`config.mk`:
```
export PLATFORM = sky130hd
export DESIGN_NAME = prog_loader
export DESIGN_NICKNAME = d
export VERILOG_FILES = /design/src/rtl/nibbler_pkg.sv /design/src/rtl/prog_addr_counter.sv /design/src/rtl/prog_loader.sv
export SDC_FILE = /design/constraint.sdc
export NUM_CORES = 1
export LEC_CHECK = 0
export ABC_AREA = 1
export BUFFER_PORTS_ARGS = -buffer_cell sky130_fd_sc_hd__buf_2
export CAP_MARGIN = 10
export CORE_MARGIN = 2
export CORE_UTILIZATION = 32
export CTS_CLUSTER_SIZE = 30
export DETAILED_ROUTE_END_ITERATION = 8
export GPL_ROUTABILITY_DRIVEN = 0
export SLEW_MARGIN = 5
export SYNTH_ARGS = -nofsm -noshare
export SYNTH_HDL_FRONTEND = slang
export SYNTH_HIERARCHICAL = 1
export SYNTH_SLANG_ARGS = --single-unit
```
`constraint.sdc`:
```
create_clock -name clk -period 2.38 [get_ports clk]
set_input_delay 0.238 -clock clk [delete_from_list [all_inputs] [get_ports clk]]
set_output_delay 0.238 -clock clk [all_outputs]
set_load 0.005 [all_outputs]
```
`src/rtl/nibbler_pkg.sv`:
```
// Shared types and constants for the Nibbler program loader.
package nibbler_pkg;

    localparam int ADDR_W_DEF = 12;
    localparam int NIB_W_DEF  = 4;
    localparam int PROG_DEPTH = 1 << ADDR_W_DEF;

    typedef enum logic [2:0] {
        ST_IDLE,
        ST_HI,
        ST_LO,
        ST_WR,
        ST_FIN
    } ld_state_t;

endpackage

```
`src/rtl/prog_addr_counter.sv`:
```
// Remaining-byte down-counter with saturating load, plus the
// paired program-memory write address counter.
module prog_addr_counter
    import nibbler_pkg::*;
#(
    parameter int ADDR_W = ADDR_W_DEF
) (
    input  logic              clk,
    input  logic              reset,
    input  logic              load,
    input  logic [ADDR_W:0]   length,
    input  logic              step,
    output logic              last_byte,
    output logic [ADDR_W-1:0] addr
);

    localparam logic [ADDR_W:0]   DEPTH    = {1'b1, {ADDR_W{1'b0}}};
    localparam logic [ADDR_W:0]   REM_ONE  = {{ADDR_W{1'b0}}, 1'b1};
    localparam logic [ADDR_W-1:0] ADDR_ONE = {{(ADDR_W-1){1'b0}}, 1'b1};

    logic [ADDR_W:0] remaining;

    assign last_byte = (remaining == REM_ONE);

    always_ff @(posedge clk or negedge reset) begin
        if (!reset) begin
            remaining <= '0;
            addr      <= '0;
        end else if (load) begin
            remaining <= (length > DEPTH) ? DEPTH : length;
            addr      <= '0;
        end else if (step) begin
            remaining <= remaining - REM_ONE;
            // hold on the final byte so a full-depth load never wraps
            if (!last_byte)
                addr <= addr + ADDR_ONE;
        end
    end

endmodule

```
`src/rtl/prog_loader.sv`:
```
// Nibble-stream program loader: packs nibble pairs into bytes
// and writes them to program memory while holding the CPU.
module prog_loader
    import nibbler_pkg::*;
#(
    parameter int ADDR_W = ADDR_W_DEF,
    parameter int NIB_W  = NIB_W_DEF
) (
    input  logic                 clk,
    input  logic                 reset,
    input  logic                 start,
    input  logic [ADDR_W:0]      length,
    input  logic [NIB_W-1:0]     nib_in,
    input  logic                 nib_valid,
    output logic                 nib_ready,
    output logic                 mem_we,
    output logic [ADDR_W-1:0]    mem_addr,
    output logic [2*NIB_W-1:0]   D_out,
    output logic                 cpu_hold,
    output logic                 busy,
    output logic                 done
);

    ld_state_t state, state_nx;
    logic      load;
    logic      step;
    logic      last_byte;

    prog_addr_counter #(.ADDR_W(ADDR_W)) u_cnt (
        .clk       (clk),
        .reset     (reset),
        .load      (load),
        .length    (length),
        .step      (step),
        .last_byte (last_byte),
        .addr      (mem_addr)
    );

    always_ff @(posedge clk or negedge reset) begin
        if (!reset)
            state <= ST_IDLE;
        else
            state <= state_nx;
    end

    always_comb begin
        state_nx  = state;
        load      = 1'b0;
        step      = 1'b0;
        nib_ready = 1'b0;
        mem_we    = 1'b0;
        done      = 1'b0;
        unique case (state)
            ST_IDLE: begin
                if (start) begin
                    load     = 1'b1;
                    state_nx = (length != '0) ? ST_HI : ST_FIN;
                end
            end
            ST_HI: begin
                nib_ready = 1'b1;
                if (nib_valid)
                    state_nx = ST_LO;
            end
            ST_LO: begin
                nib_ready = 1'b1;
                if (nib_valid)
                    state_nx = ST_WR;
            end
            ST_WR: begin
                mem_we   = 1'b1;
                step     = 1'b1;
                state_nx = last_byte ? ST_FIN : ST_HI;
            end
            ST_FIN: begin
                done     = 1'b1;
                state_nx = ST_IDLE;
            end
            default: state_nx = ST_IDLE;
        endcase
    end

    assign busy     = (state != ST_IDLE);
    assign cpu_hold = busy;

    always_ff @(posedge clk or negedge reset) begin
        if (!reset) begin
            D_out <= '0;
        end else begin
            if (state == ST_HI && nib_valid)
                D_out[2*NIB_W-1:NIB_W] <= nib_in;
            if (state == ST_LO && nib_valid)
                D_out[NIB_W-1:0] <= nib_in;
        end
    end

endmodule

```
==> results.json <==
{
  "root_buffer": "clkbuf_8",
  "grt_max_degree": 37,
  "yosys_warnings": 6,
  "initial_core_util_pct": 33.12,
  "synth_cells": 363,
  "diodes": 0,
  "yosysTopAreaCell": "dfrtp_1",
  "ys_top_cells_by_area": "dfrtp_1, nand2_1, nor2_1",
  "grt.overflow.total": 0,
  "cp_num_cells": 10,
  "avgSynthCellArea_um2": 6.618,
  "htree_levels": 2,
  "core_area_um2": 7253,
  "post-route-period-util_pct": 84.87,
  "grt_pass1_vias": 2297,
  "ys_ff_latch": 36,
  "tightest_slew_ps": 868.8,
  "syn_to_final_growth_pct": 18.70,
  "place_area_um2": 2719,
  "crit_family": "simple AND/OR/NAND/NOR gates",
  "cap_violations": 0,
  "clk_pin_slew_worst_paths_ps": 80,
  "layout-drive-gt1-share_pct": 20.39,
  "crit-reg2reg-launch": "state[1]",
  "hp-class": "in2async",
  "cts.sinks": 36,
  "cts_tree": "built",
  "wl_um": 6109,
  "clock_path_buffers": 2,
  "critPathCaptureType": "flip-flop",
  "finalSetupViolations": 0,
  "drt_iter0_drc": 138,
  "drt-wirelength-per-cell_um": 11.95,
  "fin_tns_setup_ps": 0,
  "finalClockSkew_ps": 5.261,
  "power.density_nw_per_um2": 1076,
  "cp_slowest_cell": "dfrtp_1",
  "status": "complete, no violations",
  "die_h_um": 90.65,
  "fp-row-count": 31,
  "path_max_fanout": 11,
  "finalHoldViolations": 0,
  "fmax_mhz": 495.1,
  "drtAntennaViolNets": 0,
  "ir_drop_mv": 0.5538,
  "worst_ep_required_time_ps": 2600,
  "fin_nets": 435,
  "antenna_found_initial": 0,
  "r2r-end": "u_cnt/remaining[2]",
  "grt_first_pass_wirelength_um": 10510,
  "period_minus_slack_ps": 2020,
  "postLayoutCellArea_um2": 2851,
  "yosysSeqAreaShare_pct": 37.50,
  "startpoint_type": "flip-flop",
  "criticalPathCategory": "reg2reg",
  "critPathBufInv": 3,
  "rsz0062_at_grt": "no",
  "slew_headroom_pct": 42.08,
  "synth_cell_types": 31,
  "cts_buffers": 5,
  "vias": 2366,
  "clk_latency_ps": 290,
  "io_pins": 46,
  "p_leak_uw": 0.001512,
  "rr_worst_depth": 10,
  "viasPerCell": 4.630,
  "hpwl_um": 4428,
  "syn-num-nets": 387,
  "slowest_delay_ps": 440,
  "drt_first_pass_iters": 4,
  "hold_buffers": 0,
  "synth_top_area_share_pct": 37.50,
  "path_cells": "nor3_2 -> inv_1 -> nor2_2 -> clkinvlp_4 -> buf_4 -> nand2_1 -> a21oi_1 -> o21ai_0 -> o21ai_0 -> a21oi_1",
  "arrival_ps": 2240,
  "slew_violations": 0,
  "grt_use_total_pct": 15.57,
  "die-width_um": 90.65,
  "portBuffers": 45,
  "rrSetupSlack_ps": 360,
  "drc": 0,
  "syn_area_um2": 2402,
  "die-area_um2": 8217
}
[cells in the mapped netlist, drive strengths merged]
cell,number
ha,3
nand4,4
nand2,139
clkbuf,1
nand3b,1
inv,45
dfrtp,36
o21a,1
a22oi,1
and2,1
or2,1
o21ai,25
nor3,4
xnor2,2
nor2,50
a21oi,6
buf,7
o22ai,1
o21bai,2
nand3,28
xor2,5
[worst max-delay path by stage]
| stage | from | to |
|---|---|---|
| 2_1_floorplan | state[1] | u_cnt/remaining[2] |
| 4_1_cts | state[1] | u_cnt/addr[10] |
| 3_5_place_dp | state[1] | u_cnt/addr[10] |
| 3_3_place_gp | state[1] | u_cnt/addr[10] |
| 6_report | state[1] | u_cnt/remaining[2] |
| 5_1_grt | state[1] | u_cnt/addr[10] |
[flip-flops by register name, indices dropped and copies added, names as in the netlist]
name,flops
u_cnt/addr,12
state,3
D_out,8
u_cnt/remaining,13
[area by class of cell]
type	instances	area (µm²)
multi-input combinational	274	1287
sequential	36	900.9
timing repair inverter	1	7.507
tap	99	123.9
inverter	45	176.4
fill	780	4402
clock buffer	6	72.57
clock inverter	2	35.03
timing repair buffer	48	247.7
[cells by family after synthesis]
| logic type | share of synthesized area [%] |
|---|---|
| buf+inv | 9.010 |
| xor+xnor | 2.552 |
| simple gates | 41.41 |
| compound gates | 7.969 |
| flops | 37.50 |
| fa+ha+maj | 1.563 |
[what timing repair did]
item	4_1_cts	5_1_grt
gates resized for setup	0	4
endpoints found under the setup margin	0	12
setup buffers	0	1
endpoints found under the hold margin	0	0
[metal layers]
layer / track usage (%) / routed length, µm / vias up
met3: 2.421 / 214 / 6
li1: - / - / 1230
met2: 27.05 / 2979 / 43
met1: 19.34 / 2839 / 1087
met4: 6.026 / 75 / 0
met5: 0 / 0 / -
[per-stage QoR]
step / hold WS (ps) / utilization (%) / setup slack, ps / std cells / power (µW)
6_report: 60.17 / 39.31 / 360.0 / 511 / 3069
4_1_cts: 86.88 / 38.97 / 250.6 / 509 / 3064
5_1_grt: 126.4 / 39.31 / 85.77 / 511 / 3354
2_1_floorplan: -57.59 / - / 694.9 / 363 / 2082
3_5_place_dp: 406.6 / 37.48 / 255.1 / 501 / 2506
3_3_place_gp: 404.8 / 37.48 / 357.1 / 501 / 2479
[worst register-to-register path, delay by kind of cell (launching register included)]
kind                   cells  cell delay (ps)
AOI/OAI and AO/OA          4              320
DFF                        1              440
and+or+nand+nor            3              740
buffers and inverters      3              470
[where the power goes]
part           internal [µW]  switching (µW)
Combinational            528             927
Sequential               831             237
Clock                    311             235
Total                   1670            1400
[placed cells by master (no fill, tap or decap), drive strengths merged]
master	Yosys	layout
clkinvlp	0	3
xor2	5	5
a21oi	6	6
bufinv	0	1
dfrtp	36	36
inv	45	43
o21bai	2	2
o22ai	1	1
and2	1	1
a22oi	1	1
ha	3	3
or2	1	1
o21a	1	1
o21ai	25	25
nor2	50	50
nor3	4	4
clkinv	0	1
nand2	139	139
nand4	4	4
clkbuf	1	6
nand3	28	28
buf	7	48
xnor2	2	2
nand3b	1	1
Power figures use the tool's default switching activity.
